==> config.mk <==
export PLATFORM = sky130hd
export DESIGN_NAME = lsu_dcache_arb
export DESIGN_NICKNAME = d
export VERILOG_FILES = /design/src/rtl/lsu_dcache_arb_pkg.sv /design/src/rtl/lsu_dcache_arb_starve_ctr.sv /design/src/rtl/lsu_dcache_arb.sv
export SDC_FILE = /design/constraint.sdc
export NUM_CORES = 1
export LEC_CHECK = 0
export CAP_MARGIN = 20
export CORE_AREA = 2 2 152 154
export CTS_CLUSTER_SIZE = 10
export DETAILED_ROUTE_END_ITERATION = 7
export DIE_AREA = 0 0 154 156
export DONT_BUFFER_PORTS = 1
export PLACE_DENSITY = 0.3
export SYNTH_ARGS = -nofsm -noshare
export SYNTH_HDL_FRONTEND = slang
export SYNTH_HIERARCHICAL = 1
export SYNTH_SLANG_ARGS = --single-unit
==> constraint.sdc <==
create_clock -name clk -period 4.79 [get_ports clk]
set_input_delay 0.7185 -clock clk [delete_from_list [all_inputs] [get_ports clk]]
set_output_delay 0.7185 -clock clk [all_outputs]
set_load 0.05 [all_outputs]
==> src/rtl/lsu_dcache_arb_pkg.sv <==
// ============================================================================
// Module      : lsu_arb_pkg
// Description : Shared encodings for the LSU dcache request arbiter.
// Revision    : 1.0 - initial release
// ============================================================================
`default_nettype none

package lsu_arb_pkg;

   typedef enum logic [1:0] {
      IDLE      = 2'd0,
      HOLD      = 2'd1,
      WAIT_RESP = 2'd2,
      DRAIN     = 2'd3
   } arb_state_e;

   localparam logic LSU_OP_LOAD  = 1'b0;
   localparam logic LSU_OP_STORE = 1'b1;

   localparam logic [1:0] SIZE_B = 2'd0;
   localparam logic [1:0] SIZE_H = 2'd1;
   localparam logic [1:0] SIZE_W = 2'd2;
   localparam logic [1:0] SIZE_D = 2'd3;

endpackage

`default_nettype wire

==> src/rtl/lsu_dcache_arb_starve_ctr.sv <==
// ============================================================================
// Module      : lsu_arb_starve_ctr
// Description : Saturating count of arbitrations lost by the store path.
// Revision    : 1.0 - initial release
// ============================================================================
`default_nettype none

module lsu_arb_starve_ctr #(
   parameter int STARVE_LIMIT = 4,
   parameter int STARVE_CNT_W = 3
) (
   input  logic clk,
   input  logic rstn,
   input  logic inc,
   input  logic clr,
   output logic sat
);

   localparam logic [STARVE_CNT_W-1:0] C_LIMIT = STARVE_CNT_W'(STARVE_LIMIT);

   logic [STARVE_CNT_W-1:0] r_cnt;

   // Clear wins over increment so a store grant always restarts the window.
   always_ff @(posedge clk or negedge rstn) begin
      if (!rstn) begin
         r_cnt <= '0;
      end else if (clr) begin
         r_cnt <= '0;
      end else if (inc && !sat) begin
         r_cnt <= r_cnt + 1'b1;
      end
   end

   assign sat = (r_cnt == C_LIMIT);

endmodule

`default_nettype wire

==> src/rtl/lsu_dcache_arb.sv <==
// ============================================================================
// Module      : lsu_dcache_arb
// Description : Shares the dcache port between the load pipe and store commit.
// Revision    : 1.0 - initial release
// ============================================================================
`default_nettype none

module lsu_dcache_arb
   import lsu_arb_pkg::*;
#(
   parameter int VIRTUAL_ADDR_LEN = 39,
   parameter int XLEN             = 64,
   parameter int STARVE_LIMIT     = 4,
   parameter int STARVE_CNT_W     = 3
) (
   input  logic                        clk,
   input  logic                        rstn,
   input  logic                        flush_i,
   input  logic                        ld_req_valid_i,
   output logic                        ld_req_ready_o,
   input  logic [1:0]                  ld_req_size_i,
   input  logic [VIRTUAL_ADDR_LEN-1:0] ld_req_addr_i,
   output logic                        ld_resp_valid_o,
   output logic [XLEN-1:0]             ld_resp_data_o,
   input  logic                        st_req_valid_i,
   output logic                        st_req_ready_o,
   input  logic [1:0]                  st_req_size_i,
   input  logic [VIRTUAL_ADDR_LEN-1:0] st_req_addr_i,
   input  logic [XLEN-1:0]             st_req_data_i,
   output logic                        req_valid_o,
   input  logic                        req_ready_i,
   output logic                        req_opcode_o,
   output logic [1:0]                  req_size_o,
   output logic [VIRTUAL_ADDR_LEN-1:0] req_addr_o,
   output logic [XLEN-1:0]             req_data_o,
   input  logic                        resp_valid_i,
   input  logic [XLEN-1:0]             resp_data_i,
   output logic                        resp_ready_o,
   output logic                        busy_o
);

   arb_state_e r_state;
   logic       r_grant;

   logic w_idle;
   logic w_wait;
   logic w_ld_elig;
   logic w_st_win;
   logic w_win_valid;
   logic w_win_op;
   logic w_op;
   logic w_req_valid;
   logic w_accept;
   logic w_sat;
   logic w_starve_inc;

   assign w_idle      = (r_state == IDLE);
   assign w_wait      = (r_state == WAIT_RESP);
   assign w_ld_elig   = ld_req_valid_i & ~flush_i;
   assign w_st_win    = st_req_valid_i & (~w_ld_elig | w_sat);
   assign w_win_valid = w_ld_elig | st_req_valid_i;
   assign w_win_op    = w_st_win ? LSU_OP_STORE : LSU_OP_LOAD;

   // IDLE issues straight from the arbitration result; HOLD replays the latched grant.
   assign w_op = w_idle ? w_win_op : r_grant;

   always_comb begin
      w_req_valid = 1'b0;
      case (r_state)
         IDLE:    w_req_valid = w_win_valid;
         HOLD:    w_req_valid = ~(flush_i & (r_grant == LSU_OP_LOAD));
         default: w_req_valid = 1'b0;
      endcase
   end

   always_ff @(posedge clk or negedge rstn) begin
      if (!rstn) begin
         r_state <= IDLE;
         r_grant <= LSU_OP_LOAD;
      end else begin
         case (r_state)
            IDLE: begin
               if (w_win_valid) begin
                  if (req_ready_i) begin
                     if (w_win_op == LSU_OP_LOAD) r_state <= WAIT_RESP;
                  end else begin
                     r_state <= HOLD;
                     r_grant <= w_win_op;
                  end
               end
            end
            HOLD: begin
               if (flush_i && (r_grant == LSU_OP_LOAD)) begin
                  r_state <= IDLE;
               end else if (req_ready_i) begin
                  r_state <= (r_grant == LSU_OP_STORE) ? IDLE : WAIT_RESP;
               end
            end
            WAIT_RESP: begin
               if (resp_valid_i)  r_state <= IDLE;
               else if (flush_i)  r_state <= DRAIN;
            end
            DRAIN: begin
               if (resp_valid_i)  r_state <= IDLE;
            end
            default: r_state <= IDLE;
         endcase
      end
   end

   assign w_starve_inc = w_idle & st_req_valid_i & ~w_st_win;

   lsu_arb_starve_ctr #(
      .STARVE_LIMIT (STARVE_LIMIT),
      .STARVE_CNT_W (STARVE_CNT_W)
   ) u_starve_ctr (
      .clk  (clk),
      .rstn (rstn),
      .inc  (w_starve_inc),
      .clr  (st_req_ready_o),
      .sat  (w_sat)
   );

   // Handshake outputs are gated by rstn so nothing leaks while reset is held.
   assign req_valid_o     = rstn & w_req_valid;
   assign w_accept        = req_valid_o & req_ready_i;
   assign st_req_ready_o  = w_accept & (w_op == LSU_OP_STORE);
   assign ld_req_ready_o  = w_accept & (w_op == LSU_OP_LOAD);

   assign req_opcode_o    = w_op;
   assign req_size_o      = (w_op == LSU_OP_STORE) ? st_req_size_i : ld_req_size_i;
   assign req_addr_o      = (w_op == LSU_OP_STORE) ? st_req_addr_i : ld_req_addr_i;
   assign req_data_o      = (w_op == LSU_OP_STORE) ? st_req_data_i : '0;

   assign resp_ready_o    = rstn & (w_wait | (r_state == DRAIN));
   assign ld_resp_valid_o = rstn & w_wait & resp_valid_i & ~flush_i;
   assign ld_resp_data_o  = resp_data_i;
   assign busy_o          = rstn & ~w_idle;

endmodule

`default_nettype wire

==> impl_metrics.env, run 1 <==
export IMPL_final_area_sq_um=2010
export IMPL_portBuffers=0
export IMPL_slew_headroom_pct=37.9
export IMPL_synth_seq_area_share_pct=7.13
export IMPL_slew_violations=0
export IMPL_status="completed"
export IMPL_hpwl_mm=6.02
export IMPL_nFillCells=2567
export IMPL_finClkSkew_ns=0.00143
export IMPL_wl_per_cell_microns=15.0
export IMPL_top_usage_layer="met2"
export IMPL_cp_required_ns=4.07
export IMPL_ir_drop_mv=0.356
export IMPL_ant_nets=0
export IMPL_r2r_end="u_starve_ctr/r_cnt[0]"
export IMPL_grt_overflow=0
export IMPL_place_area_sq_um=1910
export IMPL_die_w_microns=154
export IMPL_ff2ff_path_depth=7
export IMPL_r2r_slack_ns=2.17
export IMPL_cp_max_fo=46
export IMPL_vias=1439
export IMPL_htreeDepth=1
export IMPL_clkTransAtPathRegs_ns=0.04
export IMPL_syn_instance_count=239
export IMPL_cellLeakagePower_nw=0.783
export IMPL_synth_area_sq_um=2100
export IMPL_timing_hold_ws_ns=0.185
export IMPL_fin_util_pct=8.98
export IMPL_cts_hold_buf=0
export IMPL_fmax_mhz=281
export IMPL_wirelength_mm=6.88
export IMPL_viasPerCell=3.14
export IMPL_area_growth_pct=-4.52
export IMPL_postSynthAreaPerCell_sq_um=8.81
export IMPL_cts_sinks=6
export IMPL_cts_buffers=3
export IMPL_hold_viol_final=0
export IMPL_rsz0062_at_grt="false"
export IMPL_cp_end_kind="output pin"
export IMPL_clockRootBuffer="clkbuf_16"
export IMPL_design_core_area_sq_um=22400
export IMPL_drt_pass1_iter_count=4
export IMPL_crit_arrival_ns=2.83
export IMPL_grtUsageMet1_pct=4.66
export IMPL_synth_cell_type_count=35
export IMPL_drcViolationCount=0
export IMPL_ys_ff_latch=6
export IMPL_p_per_area_nw_per_um2=1230
export IMPL_rr_startpoint="r_state[0]"
export IMPL_cts_buffer_depth=2
export IMPL_start_util_pct=9.41
export IMPL_grt_pass1_wl_mm=8.27
export IMPL_multi_input_area_sq_um=1360
export IMPL_setup_tns_ns=0
export IMPL_hold_class="in2async"
export IMPL_track_usage_pct=4.62
export IMPL_met2_usage_pct=8.11
export IMPL_cap_violations=0
export IMPL_period_share_pct=74.2
export IMPL_place_gp_congestion=0.659
export IMPL_endpoint="req_size_o[0]"
export IMPL_setup_viol=0
export IMPL_drive_above_1_share_pct=32.7
export IMPL_antenna_found_initial=2
export IMPL_yosysWarnings=6
export IMPL_die_h_microns=156
export IMPL_cts_resized_gates=0
export IMPL_cts_setup_buffers=0
export IMPL_cp_start_kind="register"
export IMPL_cts_tree="built"
export IMPL_clk_latency_ns=0.23
export IMPL_num_rows=55
export IMPL_crit_start="u_starve_ctr/r_cnt[0]"
export IMPL_fin_crit_ns=3.55
export IMPL_grt_max_degree=92
export IMPL_grtUsageMet3_pct=2.67
export IMPL_critical_path_class="reg2out"
export IMPL_syn_nets=458
export IMPL_worst_pin_slew_ns=0.930
export IMPL_seq_area_sq_um=150
export IMPL_grt_pass1_vias=1350
export IMPL_fin_nets=392
export IMPL_pin_count=393
export IMPL_dieArea_sq_um=24000
export IMPL_drt_iter0_drc=26
sequential cells by signal (all words and copies together), names as in the netlist:
name / cells
u_starve_ctr/r_cnt: 3
r_grant: 1
r_state: 2
critical path: stages (launching register included):
cell     delay, ns
dfrtp_1       0.38
inv_1         0.06
ha_1          0.22
and2_1        0.18
or3b_1        0.38
nand3_2       0.13
nand2_4       0.28
buf_12        0.31
buf_4         0.22
mux2_4        0.39
cells in the mapped netlist (all sizes together):
library cell,instances,area share (%)
buf,73,27
mux2i,1,0.48
clkbuf,3,0.54
nand3b,1,0.36
o211ai,1,0.36
nor2,6,1.1
ha,2,1.2
nand4,1,0.30
nand2,3,0.89
and2,66,20
nand3,1,0.48
a31oi,1,0.30
nor2b,3,0.89
a21oi,3,0.71
nand2b,7,2.1
a32oi,1,0.42
a21boi,2,0.89
o32a,1,0.48
nor3,2,0.71
nor3b,1,0.36
a211oi,1,0.36
or3b,2,0.83
o21ai,4,0.95
and4b,1,0.48
mux2,42,30
and3,1,0.30
dfrtp,6,7.1
inv,3,0.54
layout make-up:
cell class	instances	share of cell area [%]
multi-input combinational	154	67.7
antenna	2	0.249
tap	285	17.7
sequential	6	7.47
inverter	3	0.560
clock buffer	3	3.74
timing repair buffer	5	2.49
cell usage in the layout (no fill, tap or decap), types with 2 or more instances in the layout:
cell and n:
mux2_4 42, o21ai_0 3, buf_4 4, clkbuf_16 3, a21oi_1 3, diode_2 2
inv_1 3, nand2b_1 7, nand2_1 2, nor2_1 6, and2_1 66, dfrtp_1 6
nor2b_1 3, ha_1 2
worst min-delay path by stage:
stage	cells after the start	end
after floorplan	0	r_grant
after global placement	0	u_starve_ctr/r_cnt[1]
after detailed placement	0	r_state[0]
after CTS	0	u_starve_ctr/r_cnt[1]
after global routing	0	r_state[0]
final	0	r_state[0]
cells by family after synthesis:
group                      synth area share [%]
muxes                                      30.4
AOI/OAI and AO/OA                          4.46
DFF                                        7.13
adders and majority gates                  1.19
and+or+nand+nor                            28.4
buffers and inverters                      28.4
stage by stage:
step	std cells	setup WS, ns	total power, mW
after floorplan	239	0.798	2.39
after global placement	452	1.35	2.33
after detailed placement	452	1.25	2.33
after CTS	455	1.00	2.48
after global routing	458	1.12	2.55
final	458	1.24	2.46
power by group:
part,internal [mW],switching [mW],total (mW)
sequential,0.0753,0.0394,0.115
combinational,0.494,1.72,2.21
clock,0.107,0.0297,0.137
total,0.677,1.78,2.46
per-layer routing:
layer | routed length [microns] | vias to the layer above
li1 | - | 583
met1 | 2320 | 624
met5 | 0 | -
met4 | 148 | 0
met3 | 1100 | 12
met2 | 3310 | 220
Power figures use the tool's default switching activity.
==> run 2: changes to the inputs <==
- clock period: 4.79 -> 3.4 ns (I/O delays scaled with it)
==> run 2 against run 1 <==
Flip-flop and latch count did not move. Combinational power rose by 40%. First-iteration DRC count rose by 81%. Worst setup slack got worse by 0.90 ns. Clock power rose by 42%. Via count rose by 0.63%. Cell count fell by 0.22%. Final area fell by 0.19%. Critical path type unchanged. Largest cell class unchanged. Highest routed layer unchanged.
==> impl_metrics.env, run 2 (synthesis results as in run 1) <==
export IMPL_status="completed"
export IMPL_fin_nets=393
export IMPL_track_usage_pct=4.65
export IMPL_cp_start_kind="register"
export IMPL_wl_per_cell_microns=14.8
export IMPL_layout_commonest_cell="and2_1"
export IMPL_p_per_area_nw_per_um2=1720
export IMPL_hold_viol_final=0
export IMPL_setup_ws_ns=0.341
export IMPL_clkTransAtPathRegs_ns=0.03
export IMPL_setup_viol=0
export IMPL_fmax_mhz=327
export IMPL_area_growth_pct=-4.70
export IMPL_cts_tree="built"
export IMPL_viasPerCell=3.17
export IMPL_clockRootBuffer="clkbuf_16"
export IMPL_critical_path_class="reg2out"
export IMPL_grt_pass1_wl_mm=8.39
export IMPL_finClkSkew_ns=0.00304
export IMPL_design_core_area_sq_um=22400
export IMPL_critPathMaxStageDelay_ns=0.55
export IMPL_top_regs="u_starve_ctr/r_cnt: 3 flops, r_state: 2 flops, r_grant: 1 flops"
export IMPL_total_power_mw=3.45
export IMPL_place_gp_congestion=0.682
export IMPL_cts_setup_buffers=0
export IMPL_grt_overflow=0
export IMPL_period_share_pct=90.0
export IMPL_setup_tns_ns=0
export IMPL_clk_latency_ns=0.23
export IMPL_rsz0062_at_grt="false"
export IMPL_num_rows=55
export IMPL_crit_buf_inv=2
export IMPL_cellLeakagePower_nw=0.784
export IMPL_drt_pass1_iter_count=4
export IMPL_ant_nets=0
export IMPL_portBuffers=0
export IMPL_slew_headroom_pct=35.8
export IMPL_crit_path_frequent_cell="and2_1"
export IMPL_hpwl_mm=5.86
export IMPL_worst_pin_slew_ns=0.960
export IMPL_cts_sinks=6
export IMPL_cts_buffers=3
export IMPL_largest_register_ffs=3
export IMPL_htreeDepth=1
export IMPL_die_h_microns=156
export IMPL_dpl_worst_slack_ns=0.394
export IMPL_antenna_found_initial=0
export IMPL_drive_above_1_share_pct=32.6
export IMPL_pin_count=393
export IMPL_drcViolationCount=0
export IMPL_crit_arrival_ns=2.55
export IMPL_grt_pass1_vias=1419
export IMPL_cap_violations=0
export IMPL_die_w_microns=154
export IMPL_ir_drop_mv=0.645
export IMPL_hold_class="in2reg"
export IMPL_cp_max_fo=79
export IMPL_top_register="u_starve_ctr/r_cnt"
export IMPL_fin_util_pct=8.97
export IMPL_cp_cell_sequence="inv_1, ha_1, and2_1, or3b_1, nand3_2, nand2_4, buf_6, and2_1"
export IMPL_drt_iter0_drc=47
export IMPL_layout_common_cells="and2_1 (66), mux2_4 (42), nand2b_1 (7)"
export IMPL_path_delay_family="simple AND/OR/NAND/NOR gates"
export IMPL_crit_slowest_cell="and2_1"
export IMPL_final_area_sq_um=2010
export IMPL_cp_end_kind="output pin"
export IMPL_slew_violations=0
export IMPL_vias=1448
export IMPL_dieArea_sq_um=24000
export IMPL_start_util_pct=9.41
export IMPL_cts_buffer_depth=2
export IMPL_place_area_sq_um=1920
export IMPL_wirelength_mm=6.77
export IMPL_grt_max_degree=80
export IMPL_fin_crit_ns=3.06
export IMPL_n_antenna_cell=0
export IMPL_cp_required_ns=2.89
run 2: changes by cell type in the layout (fill, tap and decap cells not counted):
| cell | change |
|---|---|
| diode_2 | -2 |
| buf_6 | +1 |
| dlygate4sd3_1 | +1 |
| buf_12 | -1 |
run 2: final timing paths:
check | from | endpoint | slack, ns | cells after the start
worst max-delay path | u_starve_ctr/r_cnt[0] | req_data_o[42] | 0.34 | 8
worst min-delay path | req_ready_i | r_grant | 0.41 | 1
worst max register to register | u_starve_ctr/r_cnt[0] | u_starve_ctr/r_cnt[1] | 1.36 | 9
worst min register to register | u_starve_ctr/r_cnt[2] | u_starve_ctr/r_cnt[2] | 0.59 | 2
max in group asynchronous | rstn | r_grant | 2.54 | 1
min in group asynchronous | rstn | r_state[0] | 0.61 | 1
run 2: worst reg2reg max path, cell delays in order (launching register included):
cell and delay (ns):
dfrtp_1 0.37, inv_1 0.06, ha_1 0.23, and2_1 0.19, or3b_1 0.38, nand3_2 0.13, a21oi_1 0.07, buf_4 0.22
nand2b_1 0.16, mux2i_1 0.14
run 2: through the flow:
stage,hold WS (ns),std cells
floorplan,0.214,239
global placement,0.215,453
detailed placement,0.215,453
CTS,0.411,457
global route,0.420,457
finish,0.408,457
run 2: per-layer routing:
metal	track usage, %	share of wire, %
met1	4.87	34
met2	7.82	48
met3	2.78	16
met4	1.47	1.8
met5	0	0
run 2: power breakdown:
group	internal, mW	switching [mW]
combinational	0.677	2.41
sequential	0.106	0.0575
clock	0.151	0.0426
total	0.934	2.51
run 2: area by class of cell:
| cell class | instances | area [sq um] |
|---|---|---|
| tap | 285 | 357 |
| multi-input combinational | 154 | 1360 |
| fill | 2581 | 20400 |
| sequential | 6 | 150 |
| timing repair buffer | 6 | 51.3 |
| inverter | 3 | 11.3 |
| clock buffer | 3 | 75.1 |
run 2: what timing repair did:
action / in CTS / in global routing
hold buffers: 1 / 0
gates resized for setup: 0 / 1
setup endpoints to repair: 0 / 48
hold endpoints to repair: 6 / 0
==> run 3: changes to the inputs <==
- clock period: 3.4 -> 3.5 ns (I/O delays scaled with it)
==> run 3 against run 2 <==
Via count is 1.5% lower. Register-to-register slack better by 0.11 ns. First-iteration DRC count grew 66%. Critical path depth unchanged. Sequential power decreased by 4%. Critical path type unchanged. Highest routed layer unchanged.
==> impl_metrics.env, run 3 (synthesis results as in run 1) <==
export IMPL_cp_start_kind="register"
export IMPL_grt_max_degree=80
export IMPL_cp_cell_sequence="inv_1, ha_1, and2_1, or3b_1, nand3_2, nand2_4, buf_12, mux2_4"
export IMPL_die_h_microns=156
export IMPL_critPathMaxStageDelay_ns=0.45
export IMPL_worst_pin_slew_ns=0.979
export IMPL_hpwl_mm=6.06
export IMPL_cts_sinks=6
export IMPL_rr_startpoint="r_state[0]"
export IMPL_grtUsageMet3_pct=3.11
export IMPL_area_growth_pct=-4.52
export IMPL_layout_commonest_cell="and2_1"
export IMPL_viasPerCell=3.12
export IMPL_seq_area_sq_um=150
export IMPL_ant_nets=0
export IMPL_ir_drop_mv=0.281
export IMPL_cp_end_kind="output pin"
export IMPL_clockRootBuffer="clkbuf_16"
export IMPL_cts_tree="built"
export IMPL_fin_crit_ns=3.18
export IMPL_crit_start="u_starve_ctr/r_cnt[0]"
export IMPL_drive_above_1_share_pct=32.2
export IMPL_cellLeakagePower_nw=0.782
export IMPL_slew_violations=0
export IMPL_clkTransAtPathRegs_ns=0.04
export IMPL_multi_input_area_sq_um=1360
export IMPL_track_usage_pct=4.70
export IMPL_grtUsageMet1_pct=4.61
export IMPL_hold_viol_final=0
export IMPL_die_w_microns=154
export IMPL_htreeDepth=1
export IMPL_dp_cells=452
export IMPL_wl_per_cell_microns=15.2
export IMPL_rsz0062_at_grt="false"
export IMPL_crit_arrival_ns=2.65
export IMPL_grt_pass1_vias=1398
export IMPL_hold_class="in2reg"
export IMPL_drt_iter0_drc=78
export IMPL_antenna_found_initial=1
export IMPL_drcViolationCount=0
export IMPL_p_per_area_nw_per_um2=1660
export IMPL_critical_path_class="reg2out"
export IMPL_top_regs="u_starve_ctr/r_cnt: 3 flops, r_state: 2 flops, r_grant: 1 flops"
export IMPL_portBuffers=0
export IMPL_clk_latency_ns=0.23
export IMPL_seq_power_share_pct=4.7
export IMPL_cp_max_fo=79
export IMPL_grt_overflow=0
export IMPL_switching_power_mw=2.43
export IMPL_hp_start="req_ready_i"
export IMPL_cts_buffer_depth=2
export IMPL_wirelength_mm=6.92
export IMPL_layout_common_cells="and2_1 (66), mux2_4 (42), nand2b_1 (7)"
export IMPL_place_gp_congestion=0.672
export IMPL_cap_violations=0
export IMPL_design_core_area_sq_um=22400
export IMPL_num_rows=55
export IMPL_pwr_share_clk_pct=5.6
export IMPL_slew_headroom_pct=34.6
export IMPL_setup_tns_ns=0
export IMPL_cts_setup_buffers=0
export IMPL_cp_required_ns=2.97
export IMPL_top_register="u_starve_ctr/r_cnt"
export IMPL_dieArea_sq_um=24000
export IMPL_total_power_mw=3.34
export IMPL_met2_usage_pct=7.75
export IMPL_vias=1426
export IMPL_start_util_pct=9.41
export IMPL_fmax_mhz=315
export IMPL_top_usage_layer="met2"
export IMPL_finalNonFillerCells=457
export IMPL_cts_buffers=3
export IMPL_intPower_mw=0.911
export IMPL_nFillCells=2574
export IMPL_status="completed"
export IMPL_grt_pass1_wl_mm=8.31
export IMPL_crit_slowest_cell="mux2_4"
export IMPL_fin_nets=392
export IMPL_setup_viol=0
export IMPL_period_share_pct=90.8
export IMPL_power_frac_comb_pct=89.7
export IMPL_pin_count=393
export IMPL_largest_register_ffs=3
export IMPL_drt_pass1_iter_count=4
export IMPL_p_sw_share_pct=72.7
export IMPL_finClkSkew_ns=0.00361
==> run 3: changes by cell type in the layout (fill, tap and decap cells not counted) <==
| cell | before | now |
|---|---|---|
| buf_4 | 4 | 3 |
| buf_6 | 1 | 0 |
| buf_12 | 0 | 1 |
| diode_2 | 0 | 1 |
==> run 3: repair_timing <==
| item | CTS | global route |
|---|---|---|
| gates resized for setup | 0 | 0 |
| endpoints found under the setup margin | 0 | 0 |
| hold endpoints to repair | 6 | 0 |
| hold buffers | 1 | 0 |
==> run 3: per-layer routing <==
layer  up-vias  part of all wire [%]
li1        581                     -
met1       624                    33
met2       205                    47
met3        16                    17
met4         0                   2.9
met5         -                     0
==> run 3: worst paths after layout <==
| check | slack, ns | endpoint | cells after the start |
|---|---|---|---|
| worst max-delay path | 0.32 | req_addr_o[13] | 8 |
| worst min-delay path | 0.41 | r_grant | 1 |
| min in group asynchronous | 0.63 | r_state[0] | 1 |
| max in group asynchronous | 2.62 | u_starve_ctr/r_cnt[2] | 1 |
| worst max register to register | 1.47 | u_starve_ctr/r_cnt[0] | 7 |
| worst min register to register | 0.59 | u_starve_ctr/r_cnt[2] | 2 |
==> run 3: per-stage QoR <==
step | utilization (%) | hold WS [ns] | instance area [sq um] | setup WS, ns
global route | 8.98 | 0.416 | 2010 | 0.189
detailed placement | 8.59 | 0.230 | 1920 | 0.569
global placement | 8.59 | 0.230 | 1920 | 0.635
CTS | 8.97 | 0.411 | 2010 | 0.319
finish | 8.98 | 0.411 | 2010 | 0.321
floorplan | - | 0.229 | 2110 | 0.426
==> run 3: power groups by stage <==
| stage | Sequential (mW) | Clock [mW] | Combinational (mW) |
|---|---|---|---|
| finish | 0.157 | 0.188 | 2.99 |
| global route | 0.164 | 0.194 | 3.10 |
| floorplan | 0.132 | 0 | 3.14 |
| global placement | 0.154 | 0 | 3.01 |
| CTS | 0.155 | 0.192 | 3.02 |
| detailed placement | 0.156 | 0 | 3.01 |
==> run 3: layout make-up <==
cell class,instances,area share (%)
multi-input combinational,154,67.7
sequential,6,7.47
timing repair buffer,5,2.62
tap,285,17.7
inverter,3,0.560
clock buffer,3,3.74
antenna,1,0.125
==> run 3: worst max-delay path, delay by kind of cell, from the launching register on <==
kind                       cells  cell delay [ns]
and+or+nand+nor                4             0.92
DFF                            1             0.37
muxes                          1             0.45
adders and majority gates      1             0.22
buffers and inverters          2             0.36
